==> config.mk <==
export PLATFORM = sky130hd
export DESIGN_NAME = trig_buffer_manager
export DESIGN_NICKNAME = d
export VERILOG_FILES = /design/src/rtl/trig_buffer_manager_pkg.sv /design/src/rtl/trig_buf_alloc.sv /design/src/rtl/trig_buffer_manager.sv
export SDC_FILE = /design/constraint.sdc
export NUM_CORES = 1
export LEC_CHECK = 0
export BUFFER_PORTS_ARGS = -buffer_cell sky130_fd_sc_hd__buf_2
export CORE_UTILIZATION = 54
export CTS_CLUSTER_SIZE = 12
export DETAILED_ROUTE_END_ITERATION = 7
export PLACE_DENSITY_LB_ADDON = 0.3
export SYNTH_ARGS = -nofsm -noshare
export SYNTH_HDL_FRONTEND = slang
export SYNTH_SLANG_ARGS = --single-unit
==> constraint.sdc <==
create_clock -name clk250_i -period 2.78 [get_ports clk250_i]
set_clock_uncertainty 0.1 [all_clocks]
set_input_delay 0.139 -clock clk250_i [delete_from_list [all_inputs] [get_ports clk250_i]]
set_output_delay 0.139 -clock clk250_i [all_outputs]
set_load 0.02 [all_outputs]
==> src/rtl/trig_buffer_manager_pkg.sv <==
// Shared types and constants for the trigger buffer manager.
package trig_buffer_manager_pkg;

  // Trigger FSM: idle and waiting for a request, or in post-trigger holdoff.
  typedef enum logic [0:0] {
    StIdle    = 1'b0,
    StHoldoff = 1'b1
  } state_e;

  // Statistics counter widths.
  localparam int unsigned DeadCntW = 32;
  localparam int unsigned LostCntW = 16;

endpackage

==> src/rtl/trig_buf_alloc.sv <==
// Circular first-free search over the buffer HOLD vector, starting at ptr_i.
module trig_buf_alloc #(
  parameter int unsigned NUM_BUF = 4,
  parameter int unsigned BUF_W   = 2
) (
  input  logic [NUM_BUF-1:0] hold_i,
  input  logic [BUF_W-1:0]   ptr_i,
  output logic [BUF_W-1:0]   idx_o,
  output logic               any_free_o
);

  // Walk NUM_BUF slots from ptr_i with wrap; the first clear HOLD bit wins.
  always_comb begin
    int unsigned slot;
    logic        found;
    idx_o = '0;
    found = 1'b0;
    slot  = 0;
    for (int unsigned i = 0; i < NUM_BUF; i++) begin
      slot = (32'(ptr_i) + i) % NUM_BUF;
      if (!found && !hold_i[slot]) begin
        found = 1'b1;
        idx_o = BUF_W'(slot);
      end
    end
    any_free_o = found;
  end

endmodule

==> src/rtl/trig_buffer_manager.sv <==
// Trigger arbitration and digitizer buffer allocation with holdoff, dead-time
// and lost-trigger statistics.
module trig_buffer_manager
  import trig_buffer_manager_pkg::*;
#(
  parameter int unsigned NUM_BUF   = 4,
  parameter int unsigned NUM_SRC   = 4,
  parameter int unsigned HOLDOFF_W = 8,
  localparam int unsigned BUF_W    = (NUM_BUF > 2) ? $clog2(NUM_BUF) : 1
) (
  input  logic                 clk250_i,
  input  logic                 rst_n_i,
  input  logic [NUM_SRC-1:0]   trig_i,
  input  logic [NUM_SRC-1:0]   src_mask_i,
  input  logic [HOLDOFF_W-1:0] holdoff_i,
  input  logic                 clear_i,
  input  logic [BUF_W-1:0]     clear_buffer_i,
  output logic                 digitize_o,
  output logic [BUF_W-1:0]     digitize_buffer_o,
  output logic [NUM_SRC-1:0]   digitize_source_o,
  output logic [NUM_BUF-1:0]   hold_o,
  output logic                 dead_o,
  output logic [DeadCntW-1:0]  dead_count_o,
  output logic [LostCntW-1:0]  lost_count_o
);

  state_e               state_q, state_d;
  logic [HOLDOFF_W-1:0] cnt_q, cnt_d;
  logic [BUF_W-1:0]     wr_ptr_q, wr_ptr_d;
  logic [NUM_BUF-1:0]   hold_q, hold_d;
  logic                 dig_q, dig_d;
  logic [BUF_W-1:0]     dig_buf_q, dig_buf_d;
  logic [NUM_SRC-1:0]   dig_src_q, dig_src_d;
  logic                 dead_q, dead_d;
  logic [DeadCntW-1:0]  dead_cnt_q, dead_cnt_d;
  logic [LostCntW-1:0]  lost_cnt_q, lost_cnt_d;

  logic [NUM_SRC-1:0]   eff;
  logic [BUF_W-1:0]     alloc_idx;
  logic                 any_free;

  assign eff = trig_i & src_mask_i;

  // Search uses HOLD as registered, so a same-cycle clear cannot free a slot.
  trig_buf_alloc #(
    .NUM_BUF (NUM_BUF),
    .BUF_W   (BUF_W)
  ) u_alloc (
    .hold_i     (hold_q),
    .ptr_i      (wr_ptr_q),
    .idx_o      (alloc_idx),
    .any_free_o (any_free)
  );

  // Next-state: FSM, buffer allocation/release and saturating statistics.
  always_comb begin
    state_d    = state_q;
    cnt_d      = cnt_q;
    wr_ptr_d   = wr_ptr_q;
    hold_d     = hold_q;
    dig_d      = 1'b0;
    dig_buf_d  = dig_buf_q;
    dig_src_d  = dig_src_q;
    lost_cnt_d = lost_cnt_q;
    dead_cnt_d = dead_cnt_q;

    if (clear_i && (32'(clear_buffer_i) < NUM_BUF)) begin
      hold_d[clear_buffer_i] = 1'b0;
    end

    unique case (state_q)
      StIdle: begin
        if (|eff) begin
          if (any_free) begin
            dig_d             = 1'b1;
            dig_buf_d         = alloc_idx;
            dig_src_d         = eff;
            hold_d[alloc_idx] = 1'b1;
            wr_ptr_d          = (32'(alloc_idx) == NUM_BUF - 1) ? '0 : alloc_idx + BUF_W'(1);
            if (holdoff_i != '0) begin
              state_d = StHoldoff;
              cnt_d   = holdoff_i;
            end
          end else if (lost_cnt_q != '1) begin
            lost_cnt_d = lost_cnt_q + LostCntW'(1);
          end
        end
      end
      StHoldoff: begin
        if (cnt_q <= HOLDOFF_W'(1)) begin
          state_d = StIdle;
        end else begin
          cnt_d = cnt_q - HOLDOFF_W'(1);
        end
      end
      default: state_d = StIdle;
    endcase

    // Registered so dead_o lines up with the state/HOLD it describes.
    dead_d = (state_d == StHoldoff) || (&hold_d);

    if (dead_q && (dead_cnt_q != '1)) begin
      dead_cnt_d = dead_cnt_q + DeadCntW'(1);
    end
  end

  // State registers with asynchronous active-low reset.
  always_ff @(posedge clk250_i or negedge rst_n_i) begin
    if (!rst_n_i) begin
      state_q    <= StIdle;
      cnt_q      <= '0;
      wr_ptr_q   <= '0;
      hold_q     <= '0;
      dig_q      <= 1'b0;
      dig_buf_q  <= '0;
      dig_src_q  <= '0;
      dead_q     <= 1'b0;
      dead_cnt_q <= '0;
      lost_cnt_q <= '0;
    end else begin
      state_q    <= state_d;
      cnt_q      <= cnt_d;
      wr_ptr_q   <= wr_ptr_d;
      hold_q     <= hold_d;
      dig_q      <= dig_d;
      dig_buf_q  <= dig_buf_d;
      dig_src_q  <= dig_src_d;
      dead_q     <= dead_d;
      dead_cnt_q <= dead_cnt_d;
      lost_cnt_q <= lost_cnt_d;
    end
  end

  assign digitize_o        = dig_q;
  assign digitize_buffer_o = dig_buf_q;
  assign digitize_source_o = dig_src_q;
  assign hold_o            = hold_q;
  assign dead_o            = dead_q;
  assign dead_count_o      = dead_cnt_q;
  assign lost_count_o      = lost_cnt_q;

endmodule

Word-level counts from Yosys, hierarchy flattened. Index checks and enable logic that the tools add are counted.

Equal/unequal tests: 7. Reduce and logical (&&, ||, !) cells: 18. Order comparisons: 9. Mux-type cells: 38. Add/subtract/negate cells: 7. Bitwise gates (word level): 6.

Operator list (number): 32-bit by 1-bit adder with 32-bit output, second input constant (1); 8-bit two-way mux (4); 32-bit inequality test, second input constant (1); 2-bit by 3-bit less-than comparator with 1-bit output, second input constant (6); 1-bit two-way mux (17); 16-bit by 1-bit adder with 16-bit output, second input constant (1); 4-bit two-way mux (4); 16-bit inequality test, second input constant (1); 8-bit case mux with 2 select lines (1); 4-bit AND reduction (3); 2-bit two-way mux (5); 4-bit AND (2); 1-bit binary-select mux with 2-bit select (4); 8-bit by 1-bit <= comparator with 1-bit output, second input constant (1); 2-bit inequality test, second input constant (4); 8-bit nonzero test (1); 8-bit by 1-bit subtractor with 8-bit output, second input constant (1); 1-bit logical AND (6); 1-bit zero test (5); 2-bit by 1-bit adder with 2-bit output, second input constant (2); 2-bit adder, second input constant (2); 1-bit demux with 2-bit select (2); 2-bit by 1-bit >= comparator with 1-bit output, second input constant (2); 4-bit NOT (1); other kinds (7) (8).

Word-level logic and storage cells: 95. Input bits: 21. Flip-flop bits (word level): 71. Output and inout port bits: 60.

Depth between registers and ports, before layout.
Depth after elaboration: 22. Mapped depth: 9. Mapped depth without buffers: 9.

Cells and area by module. A second synthesis with hierarchy kept.

Cell total of the unflattened synthesis: 334. Area total of the unflattened synthesis: 3622.2 um2.

Modules (own cells, without submodules): trig_buffer_manager (seq. area each 1776.7 um2, times used 1, area each 3532.1 um2, cells an instance 324); trig_buf_alloc (seq. area each 0.0 um2, times used 1, area each 90.1 um2, cells an instance 10).

Worst setup path before layout. Ideal clock, no wire load.

Path kind: flip-flop to flip-flop. Start: register hold_q[1] (netlist: hold_o[1]). End: register dead_q (netlist: dead_o). Setup time: 0.078 ns. Path buffers: 0. Slack: 0.275 ns. Stages on the path, launching flop included: 9. Required time: 2.602 ns. Arrival time: 2.328 ns. Cell sequence: dfrtp_1 nor2b_1 a2111oi_0 or2_2 ha_1 inv_1 o41ai_1 a31oi_1 a21oi_1.

Word-level cells in the longest chain between the ends: 21. Elaborated cells on any way between the ends: 40. Classes of those cells: order compare (2); mux (25); bitwise (2); reduce/logical (11).

RTL lines: from (decl) (RTL line trig_buffer_manager.sv:30) `logic [NUM_BUF-1:0] hold_q, hold_d;`; from (signal assigned) (RTL line trig_buffer_manager.sv:124) `hold_q <= hold_d;`; 1-bit binary-select mux with 2-bit select (RTL line trig_buf_alloc.sv:21) `if (!found && !hold_i[slot]) begin`; 1-bit two-way mux (implied by the code) (RTL line trig_buf_alloc.sv:21); 1-bit zero test (RTL line trig_buf_alloc.sv:21); 1-bit logical AND (RTL line trig_buf_alloc.sv:21); 1-bit two-way mux (RTL line trig_buf_alloc.sv:21); 1-bit zero test (RTL line trig_buf_alloc.sv:21); 1-bit logical AND (RTL line trig_buf_alloc.sv:21); 1-bit two-way mux (RTL line trig_buf_alloc.sv:21); [7 not listed]; 4-bit bitwise OR (no line); 4-bit two-way mux (RTL line trig_buffer_manager.sv:74) `if (any_free) begin`; 4-bit two-way mux (RTL line trig_buffer_manager.sv:73) `if (|eff) begin`; 4-bit two-way mux * (RTL line trig_buffer_manager.sv:71) `unique case (state_q)`; named net hold_d[1] (RTL line trig_buffer_manager.sv:30); 4-bit AND reduction * (RTL line trig_buffer_manager.sv:100) `dead_d = (state_d == StHoldoff) || (&hold_d);`; 1-bit logical OR * (RTL line trig_buffer_manager.sv:100); named net dead_d (RTL line trig_buffer_manager.sv:34) `logic dead_q, dead_d;`; to (signal assigned) (RTL line trig_buffer_manager.sv:117) `dead_q <= 1'b0;`; to (signal assigned) (RTL line trig_buffer_manager.sv:128) `dead_q <= dead_d;`; to (decl) (RTL line trig_buffer_manager.sv:34).

Mark *: on every way through the listed nets, which the timed path passes. The rest lies on a longest branch. The select of a mux whose other input is x is not followed. A chain may end at the register's enable or synchronous reset.

Worst setup path after layout. Same ends and word-level chain as after synthesis.

==> run metrics <==
# Post-CTS Setup Buffers 0; # clock sinks just over 70; register area 1777 um2; dpl cells roughly 500; Longest Clk Path Bufs 2; fin cells 520; Final period util ~87%; Synth area leaders dfrtp_1 (51%), xnor2_1 (8.3%), nand2_1 (4.3%), xor2_1 (3.0%), nand4_1 (2.9%); Placed Area roughly 4000 um2; total iterations of the first detailed-routing run 4; die area a little under 7000 um2; routability-driven placement congestion ratio roughly 0.9; Mapped Nets 361; minimum clock period ~2.4 ns; Max Slew Vio Count 0; largest net degree at the start of global routing 38; Setup CP Type reg -> reg; synthesized area roughly 3500 um2; Yosys top cell area share 51.23%; CTS resizes 0; Synth Area per Inst between 10 and 15 um2; Setup violations, final 0; Crit Path Max Fanout 8; ys flop type dfrtp_1; area leader, netlist dfrtp_1; synth-to-layout area growth 25.25%; Crit path max-delay family compound AO/OA/AOI/OAI gates; Cell Chain, Critical Path nor2b_1 > a2111oi_0 > or2_2 > ha_1 > inv_1 > o41ai_1 > a31oi_1 > a21oi_1; I/O Buffers 80; remaining antenna violation count after routing 0; Hold/Removal Path Class in -> reg; clk_lat worst skew around 0.34 ns; Worst Max-Slew Pin Slew between 1 and 1.5 ns; Seq/Total Area, Yosys between 50% and 60%; FP Rows 28; Post-synth EDFFs 0; Setup WS post-layout 0.3661 ns; worst path required time slightly below 3 ns; Max VDD drop ~0.53 mV; Layout Nets 466; TritonCTS clock tree yes; dpl hpwl around 5600 um; # hold bufs at CTS 14; clock transition at the registers of the reported paths about 0.07 ns; RSZ-0062 raised after global routing false; final hold violations 0; layout cells sized above 1 25.39%; clk root buf clkbuf_8; Finished Cell Area between 4000 and 5000 um2; Initial Utilization around 57%; vias in the first global route 2666; Fin Setup TNS 0 ns; multi-input logic area approximately 1600 um2; status completed; global-route wire length before repair roughly 12000 um; crit end category flop; Mapped Cells 335; WL final 7723 um; Die W around 82 um; Seq cells post-synth 71; Worst Path Arrival 2.58 ns; num ports 81; pre-CTS WS 0.3712 ns; die height 82.14 um; CORE AREA 6061 um2; clock buffer count from CTS 9; crit path buf inv count 1; crit start category flop; pwr dens about 800 nW/um2; Critical-path top delay cell a2111oi_0; commonest non-fill, non-tap cell in the layout buf_2; Routed WL per cell approximately 15 um; library cells used by synthesis 50; overall routing resource usage 24.41%; Ys Warns 0; fmax slightly above 400 MHz; DRC errors left 0; MaxCap Viol Count 0; initial antenna violation count 0; initial DRC count between 100 and 150; leakage ~2.1 nW; biggest cell delay along the critical path between 0.4 and 0.5 ns; Slew headroom between 30 and 40%; commonest non-fill, non-tap cells in the layout buf_2 (80), dfrtp_1 (71), nand2_1 (40), xnor2_1 (33), nor2_1 (23); remaining global-route overflow 0; DR vias ~3000; htree depth 3; number of fill cells in the layout around 470; Vias per Instance 5.750; Post-synth ARST share 100.0%; n_diodes 0
==> synthesized netlist by cell type, types with 2 or more instances <==
cell,instances
dfrtp_1,71
nand2_1,40
xnor2_1,33
nor2_1,23
nand4_1,16
nand3_1,15
o21ai_0,13
xor2_1,12
inv_1,8
and3_1,7
nor4_1,7
a311oi_1,6
and2_1,6
and4_1,5
clkbuf_1,5
ha_1,5
nor3_1,5
o32ai_1,5
o211ai_1,4
or4_1,4
a21oi_1,3
a31oi_1,3
nand2b_1,3
a22o_1,2
a41oi_1,2
mux2_2,2
nor3b_1,2
o21a_1,2
o21ai_1,2
o22ai_1,2
o31ai_1,2
or2_2,2
==> layer usage <==
layer  up-vias  part of all wire, %  global-route usage, %  wire length, um
met2       100                   49                  38.51             3752
met1      1444                   45                  32.21             3462
met3        12                  5.3                  5.824              407
met5         -                    0                      0                0
li1       1434                    -                      -                -
met4         0                  1.3                  10.18              101
==> sequential cells by signal (all words and copies together) (netlist names) <==
name / count
dead_count_o: 32
lost_count_o: 16
cnt_q: 8
digitize_source_o: 4
hold_o: 4
digitize_buffer_o: 2
wr_ptr_q: 2
dead_o: 1
digitize_o: 1
state_q: 1
==> final timing paths <==
path / startpoint / depth (start not counted) / to / slack [ns]
max in group asynchronous: rst_n_i / 3 / cnt_q[2] / 1.59
min: clear_buffer_i[0] / 3 / hold_o[2] / 0.03
min in group asynchronous: rst_n_i / 2 / dead_count_o[29] / 0.33
min reg2reg: digitize_source_o[3] / 2 / digitize_source_o[3] / 0.38
max reg2reg: hold_o[1] / 8 / dead_o / 0.37
max: hold_o[1] / 8 / dead_o / 0.37
==> final cells by class <==
cell class | instances | area share, %
Clock buffer | 15 | 4.752
Clock inverter | 1 | 0.1728
Inverter | 9 | 0.7776
Multi-Input combinational cell | 249 | 37.47
Sequential cell | 71 | 40.90
Tap cell | 75 | 2.160
Timing Repair Buffer | 100 | 13.77
==> tightest hold or removal path, delay by kind of cell <==
family / cells / cell delay (ns)
buffers and inverters: 1 / 0.10
AOI/OAI and AO/OA: 2 / 0.18
==> power breakdown <==
| group | leakage, nW | internal [mW] | switching (mW) |
|---|---|---|---|
| logic | 1.06 | 0.465 | 0.645 |
| registers | 0.937 | 1.24 | 0.269 |
| clock network | 0.108 | 0.471 | 0.372 |
==> through the flow <==
| step | hold slack (ns) | util (%) | power, mW |
|---|---|---|---|
| finish | 0.02620 | 71.68 | 3.466 |
| global route | 0.02833 | 71.68 | 3.689 |
| CTS | 0.006613 | 71.68 | 3.487 |
| detailed placement | 0.1853 | 65.83 | 2.615 |
| global placement | 0.1752 | 65.83 | 2.574 |
| floorplan | -0.2566 | - | 2.222 |
==> cells by family (layout without fill, tap and decap cells) <==
kind of cell / Yosys count / count (layout) / share of synthesized area, %
xor+xnor: 45 / 45 / 11.36
mux: 3 / 3 / 0.9379
simple gates: 143 / 143 / 21.90
compound gates: 53 / 53 / 10.93
buf+inv: 15 / 125 / 1.840
fa+ha+maj: 5 / 5 / 1.804
flops: 71 / 71 / 51.23
No activity file was read; power rests on OpenSTA's default activity.
